File: src/rtl/la_serializer_pkg.sv
// Shared definitions for the la_serializer / la_deserializer link pair.
package la_serializer_pkg;

  typedef enum logic {
    IDLE  = 1'b0,
    SHIFT = 1'b1
  } state_t;

  // Beat-counter width for a given number of beats per word, never below 1.
  function automatic int unsigned cw_of(input int unsigned beats);
    int unsigned w;
    w = 1;
    if (beats > 32'd1) begin
      w = $clog2(beats);
    end
    return w;
  endfunction

endpackage

File: src/rtl/la_serializer_cnt.sv
// Beat counter with clear, enable and terminal-count decode.
module la_serializer_cnt
  import la_serializer_pkg::*;
#(
  parameter int unsigned BEATS = 4,
  parameter int unsigned CW    = cw_of(BEATS)
) (
  input  logic clk,
  input  logic reset,
  input  logic clear,
  input  logic en,
  output logic tc
);

  localparam logic [CW-1:0] LAST = CW'(BEATS - 32'd1);

  logic [CW-1:0] count_q;

  // Clear wins over enable; the count wraps to zero after the terminal value.
  always_ff @(posedge clk) begin
    if (reset) begin
      count_q <= '0;
    end else if (clear) begin
      count_q <= '0;
    end else if (en) begin
      count_q <= tc ? '0 : count_q + 1'b1;
    end
  end

  assign tc = (count_q == LAST);

endmodule

File: src/rtl/la_serializer.sv
// Parallel-to-serial transmitter: one DW-bit word out as DW/SW beats of SW bits.
module la_serializer
  import la_serializer_pkg::*;
#(
  parameter int unsigned DW       = 8,
  parameter int unsigned SW       = 1,
  parameter int unsigned MSBFIRST = 0,
  parameter              PROP     = "DEFAULT"
) (
  input  logic          clk,
  input  logic          reset,
  input  logic          in_valid,
  input  logic [DW-1:0] in_data,
  output logic          in_ready,
  output logic          out_valid,
  output logic [SW-1:0] out_data,
  output logic          out_last,
  input  logic          out_ready
);

  localparam int unsigned BEATS = DW / SW;
  localparam int unsigned CW    = cw_of(BEATS);

  state_t        state_q;
  state_t        state_d;
  logic [DW-1:0] sr_q;
  logic          tc;
  logic          accept;
  logic          xfer;

  // PROP is an implementation hint only; no variant changes behaviour here.
  if (PROP == "") begin : g_prop_none
  end

  la_serializer_cnt #(
    .BEATS (BEATS),
    .CW    (CW)
  ) u_cnt (
    .clk   (clk),
    .reset (reset),
    .clear (accept),
    .en    (xfer),
    .tc    (tc)
  );

  // Ready when idle, or when the final beat leaves this cycle (back-to-back accept).
  always_comb begin
    in_ready = 1'b0;
    if (!reset) begin
      in_ready = (state_q == IDLE) || ((state_q == SHIFT) && tc && out_ready);
    end
  end

  assign accept    = in_valid && in_ready;
  assign out_valid = (state_q == SHIFT);
  assign xfer      = out_valid && out_ready;
  assign out_last  = out_valid && tc;
  assign out_data  = (MSBFIRST != 0) ? sr_q[DW-1 -: SW] : sr_q[SW-1:0];

  // State register.
  always_ff @(posedge clk) begin
    if (reset) begin
      state_q <= IDLE;
    end else begin
      state_q <= state_d;
    end
  end

  // Next state: leave SHIFT only on a final transfer without a follow-on word.
  always_comb begin
    state_d = state_q;
    case (state_q)
      IDLE: begin
        if (accept) begin
          state_d = SHIFT;
        end
      end
      SHIFT: begin
        if (xfer && tc && !accept) begin
          state_d = IDLE;
        end
      end
      default: state_d = IDLE;
    endcase
  end

  // Shift register: load on accept, otherwise advance one beat per transfer.
  always_ff @(posedge clk) begin
    if (reset) begin
      sr_q <= '0;
    end else if (accept) begin
      sr_q <= in_data;
    end else if (xfer) begin
      sr_q <= (MSBFIRST != 0) ? (sr_q << SW) : (sr_q >> SW);
    end
  end

endmodule

File: config.mk
export PLATFORM = sky130hd
export DESIGN_NAME = la_serializer
export DESIGN_NICKNAME = d
export VERILOG_FILES = /design/src/rtl/la_serializer_pkg.sv /design/src/rtl/la_serializer_cnt.sv /design/src/rtl/la_serializer.sv
export SDC_FILE = /design/constraint.sdc
export NUM_CORES = 1
export LEC_CHECK = 0
export ABC_CLOCK_PERIOD_IN_PS = 1600
export CORE_MARGIN = 5
export CORE_UTILIZATION = 42
export CTS_CLUSTER_SIZE = 16
export DETAILED_ROUTE_END_ITERATION = 12
export PLACE_DENSITY = 0.73
export SYNTH_ARGS = -nofsm -noshare
export SYNTH_HDL_FRONTEND = slang
export SYNTH_HIERARCHICAL = 1
export SYNTH_SLANG_ARGS = --single-unit
File: constraint.sdc
create_clock -name clk -period 1.6 [get_ports clk]
set_clock_uncertainty 0.15 [all_clocks]
set_input_delay 0.32 -clock clk [delete_from_list [all_inputs] [get_ports clk]]
set_output_delay 0.32 -clock clk [all_outputs]
set_load 0.02 [all_outputs]
==> results.yml <==
pwr:
  leakage_nw: 0.4276
  power.share.switching_pct: 25.72
  power_frac_seq_pct: 43.9
  power.clock.fraction_pct: 32.4
  power_density_nw_per_um2: 745.2
  ir_drop_uv: 392.8
  power_switching_mw: 0.1926
  finalPower_mw: 0.7487
  p_int_mw: 0.5561
  comb_power_share_pct: 23.7
grt:
  grt_antenna_before_repair: 0
  grt.total_usage_pct: 12.88
  grt_pass1_vias: 546
  overflow: 0
  grt_pass1_wl_mm: 2.415
  grt_max_degree: 14
logic_synthesis:
  synthMostInstantiatedCell: "sky130_fd_sc_hd__dfxtp_1"
  yosysWarnings: 6
  synth-edff-count: 0
  synth_top_flop_cell: "sky130_fd_sc_hd__dfxtp_1"
  synthDominantCellAreaShare_pct: 36.16
  yosysUniqueCellTypes: 22
  synth-seq-cells: 12
  synth.cells.most_frequent: "12 x sky130_fd_sc_hd__dfxtp_1, 8 x sky130_fd_sc_hd__mux2i_1, 7 x sky130_fd_sc_hd__a221oi_2, 7 x sky130_fd_sc_hd__nor2b_1, 4 x sky130_fd_sc_hd__nor2_1"
  post-synth-top-area-cell: "sky130_fd_sc_hd__dfxtp_1"
  synth.area.top_cells: "sky130_fd_sc_hd__dfxtp_1 36%, sky130_fd_sc_hd__a221oi_2 16%, sky130_fd_sc_hd__mux2i_1 12%"
  synth_area_sq_um: 664.4
  synth_cells: 60
  avgSynthCellArea_sq_um: 11.07
  post_synthesis_net_count: 74
  synth-async-reset-ratio_pct: 0
  synth.yosys.seq_area_share_pct: 36.16
placement:
  placement.setup.worst_slack_ns: -0.4940
  detailedPlacementHpwl_microns: 968.3
  gp_congestion: 0.6826
  detailed_place.area_sq_um: 883.3
  io_buffers: 15
setup_path:
  r2r-end: "sr_q[5]"
  endpoint_kind: "output pin"
  arrival_ns: 1.27
  startpoint_type: "register"
  reg2reg_launch_point: "u_cnt/count_q[1]"
  critical_path_class: "reg -> out"
  worstRegToRegCells: 6
  crit_path_top_delay_cell: "sky130_fd_sc_hd__dfxtp_2"
  most_frequent_cell_on_the_critical_path: "sky130_fd_sc_hd__ha_4"
  crit_path_cell_trace: "ha_4, ha_4, a21boi_2, nor2_1, buf_4"
  max_stage_delay_ns: 0.34
  cp_data_required_time_ns: 1.13
  rrSetupSlack_ns: -0.02
  worstPathMaxFanout: 3
sta:
  final.setup.tns_ns: -0.3160
  final.hold.worst_slack_ns: 0.2615
  rsz_0062_raised_after_global_routing: "true"
  layout_min_cycle_time_ns: 1.745
  final.setup.worst_slack_ns: -0.1446
  finalHoldViolCount: 0
  relSlewSlack_pct: 87.79
  setup_viol: 9
  report.final.slew_viol_count: 0
  tightestPinTransition_ns: 0.1781
  timing.final.crit_share_pct: 109.0
  timing.fmax_mhz: 573.2
clocking:
  cts-htree-levels: 1
  tritoncts_clock_tree: "done"
  clock-root-buffer: "sky130_fd_sc_hd__clkbuf_4"
  max-clock-path-buffers: 2
  cts-buffers-inserted: 3
  clock_sinks: 12
  hold_buffers: 0
  worstSkewPairLatency_ns: 0.27
  clk_transition_reported_paths_ns: 0.08
die:
  fp-row-count: 14
  core_area_sq_um: 1506
  die_height_microns: 49.77
  floorplan.initialDensity_pct: 44.10
  floorplan.die.width_microns: 49.77
  die_area_sq_um: 2477
  ios: 16
routing:
  dr_total_vias: 561
  drt_first_iter_violations: 3
  detail_route.drc_violations: 0
  route.detailed.vias_per_inst: 5.343
  totalWireLength_mm: 1.386
  detail_route.wl_per_cell_microns: 13.20
  dr.pass1.iters: 2
  final_antenna_net_count: 0
worst_hold_path:
  hp-start: "out_ready"
  hold_path_cell_cnt: 4
  hold_path.class: "in -> reg"
  hold-path-endpoint: "out_valid"
outcome:
  run_status: "finished with violations"
  violations_in_the_final_reports: "negative setup slack"
layout:
  final_design_area_no_fill_sq_um: 1005
  synthToLayoutAreaGrowth_pct: 51.22
  share_of_cells_above_drive_strength_1_pct: 43.82
  nNetsFinal: 104
  n_antenna_cell: 0
run:
  cap_viol_max_count: 0
==> logic make-up (layout without fill, tap and decap cells) <==
group	after synthesis	after routing	synth area share, %
simple gates	22	22	21.28
compound gates	12	12	22.22
flops	12	12	36.16
mux	8	8	12.05
buf+inv	4	33	4.518
fa+ha+maj	2	2	3.766
==> repair_timing <==
action	in CTS	in global routing
pin swaps	12	3
setup buffers	3	0
resized for setup	26	6
setup endpoints to repair	15	14
==> routing by layer <==
metal  vias up  global-route usage [%]  share of wire (%)
li1        282                       -                  -
met2        12                   20.34                 48
met3         4                   1.205                2.9
met1       263                   15.51                 46
met4         0                   10.48                3.7
met5         -                       0                  0
==> cell usage in the layout, fill, tap and decap left out, types with 2 or more instances in the layout <==
master	instances
sky130_fd_sc_hd__clkbuf_4	3
sky130_fd_sc_hd__buf_4	13
sky130_fd_sc_hd__nand2b_1	3
sky130_fd_sc_hd__clkdlybuf4s50_1	10
sky130_fd_sc_hd__dfxtp_2	2
sky130_fd_sc_hd__a221oi_2	7
sky130_fd_sc_hd__dfxtp_1	10
sky130_fd_sc_hd__ha_4	2
sky130_fd_sc_hd__mux2i_1	8
sky130_fd_sc_hd__nor2b_1	7
sky130_fd_sc_hd__nor2_1	3
==> layout make-up <==
class	instances	area, sq um
tap	16	20.02
fill	124	501.7
timing repair buffer	28	255.2
inverter	1	3.754
multi-input combinational	44	446.7
sequential	12	242.7
clock buffer	4	36.28
==> flip-flops by register name, summed over array words and instances (netlist names) <==
name	count
sr_q	8
u_cnt/count_q	3
out_valid	1
==> stage by stage <==
stage | utilization (%) | std cells
floorplan | - | 60
finish | 66.69 | 105
detailed placement | 58.64 | 98
CTS | 65.28 | 105
global placement | 58.64 | 98
global route | 66.69 | 105
==> how the worst max path moves through the flow <==
stage / startpoint / endpoint / slack [ns] / cells past startpoint
3_3_place_gp: out_ready / in_ready / -0.49 / 4
5_1_grt: u_cnt/count_q[1] / in_ready / -0.19 / 5
6_report: u_cnt/count_q[1] / in_ready / -0.14 / 5
4_1_cts: u_cnt/count_q[1] / in_ready / -0.16 / 5
3_5_place_dp: out_ready / in_ready / -0.49 / 4
2_1_floorplan: u_cnt/count_q[0] / u_cnt/count_q[0] / 0.003 / 7
==> worst max-delay path, delay by kind of cell (launching register included) <==
| family | cells | cell delay, ns |
|---|---|---|
| and+or+nand+nor | 1 | 0.05 |
| buffers and inverters | 1 | 0.15 |
| adders and majority gates | 2 | 0.33 |
| DFF | 1 | 0.34 |
| AOI/OAI and AO/OA | 1 | 0.14 |
==> power groups by stage <==
| stage | registers (mW) | logic, mW | clock network, mW |
|---|---|---|---|
| 2_1_floorplan | 0.339 | 0.0924 | 0 |
| 3_3_place_gp | 0.335 | 0.160 | 0 |
| 3_5_place_dp | 0.335 | 0.162 | 0 |
| 4_1_cts | 0.329 | 0.174 | 0.251 |
| 5_1_grt | 0.331 | 0.193 | 0.262 |
| 6_report | 0.329 | 0.177 | 0.243 |
(Power assumes the default switching activity.)
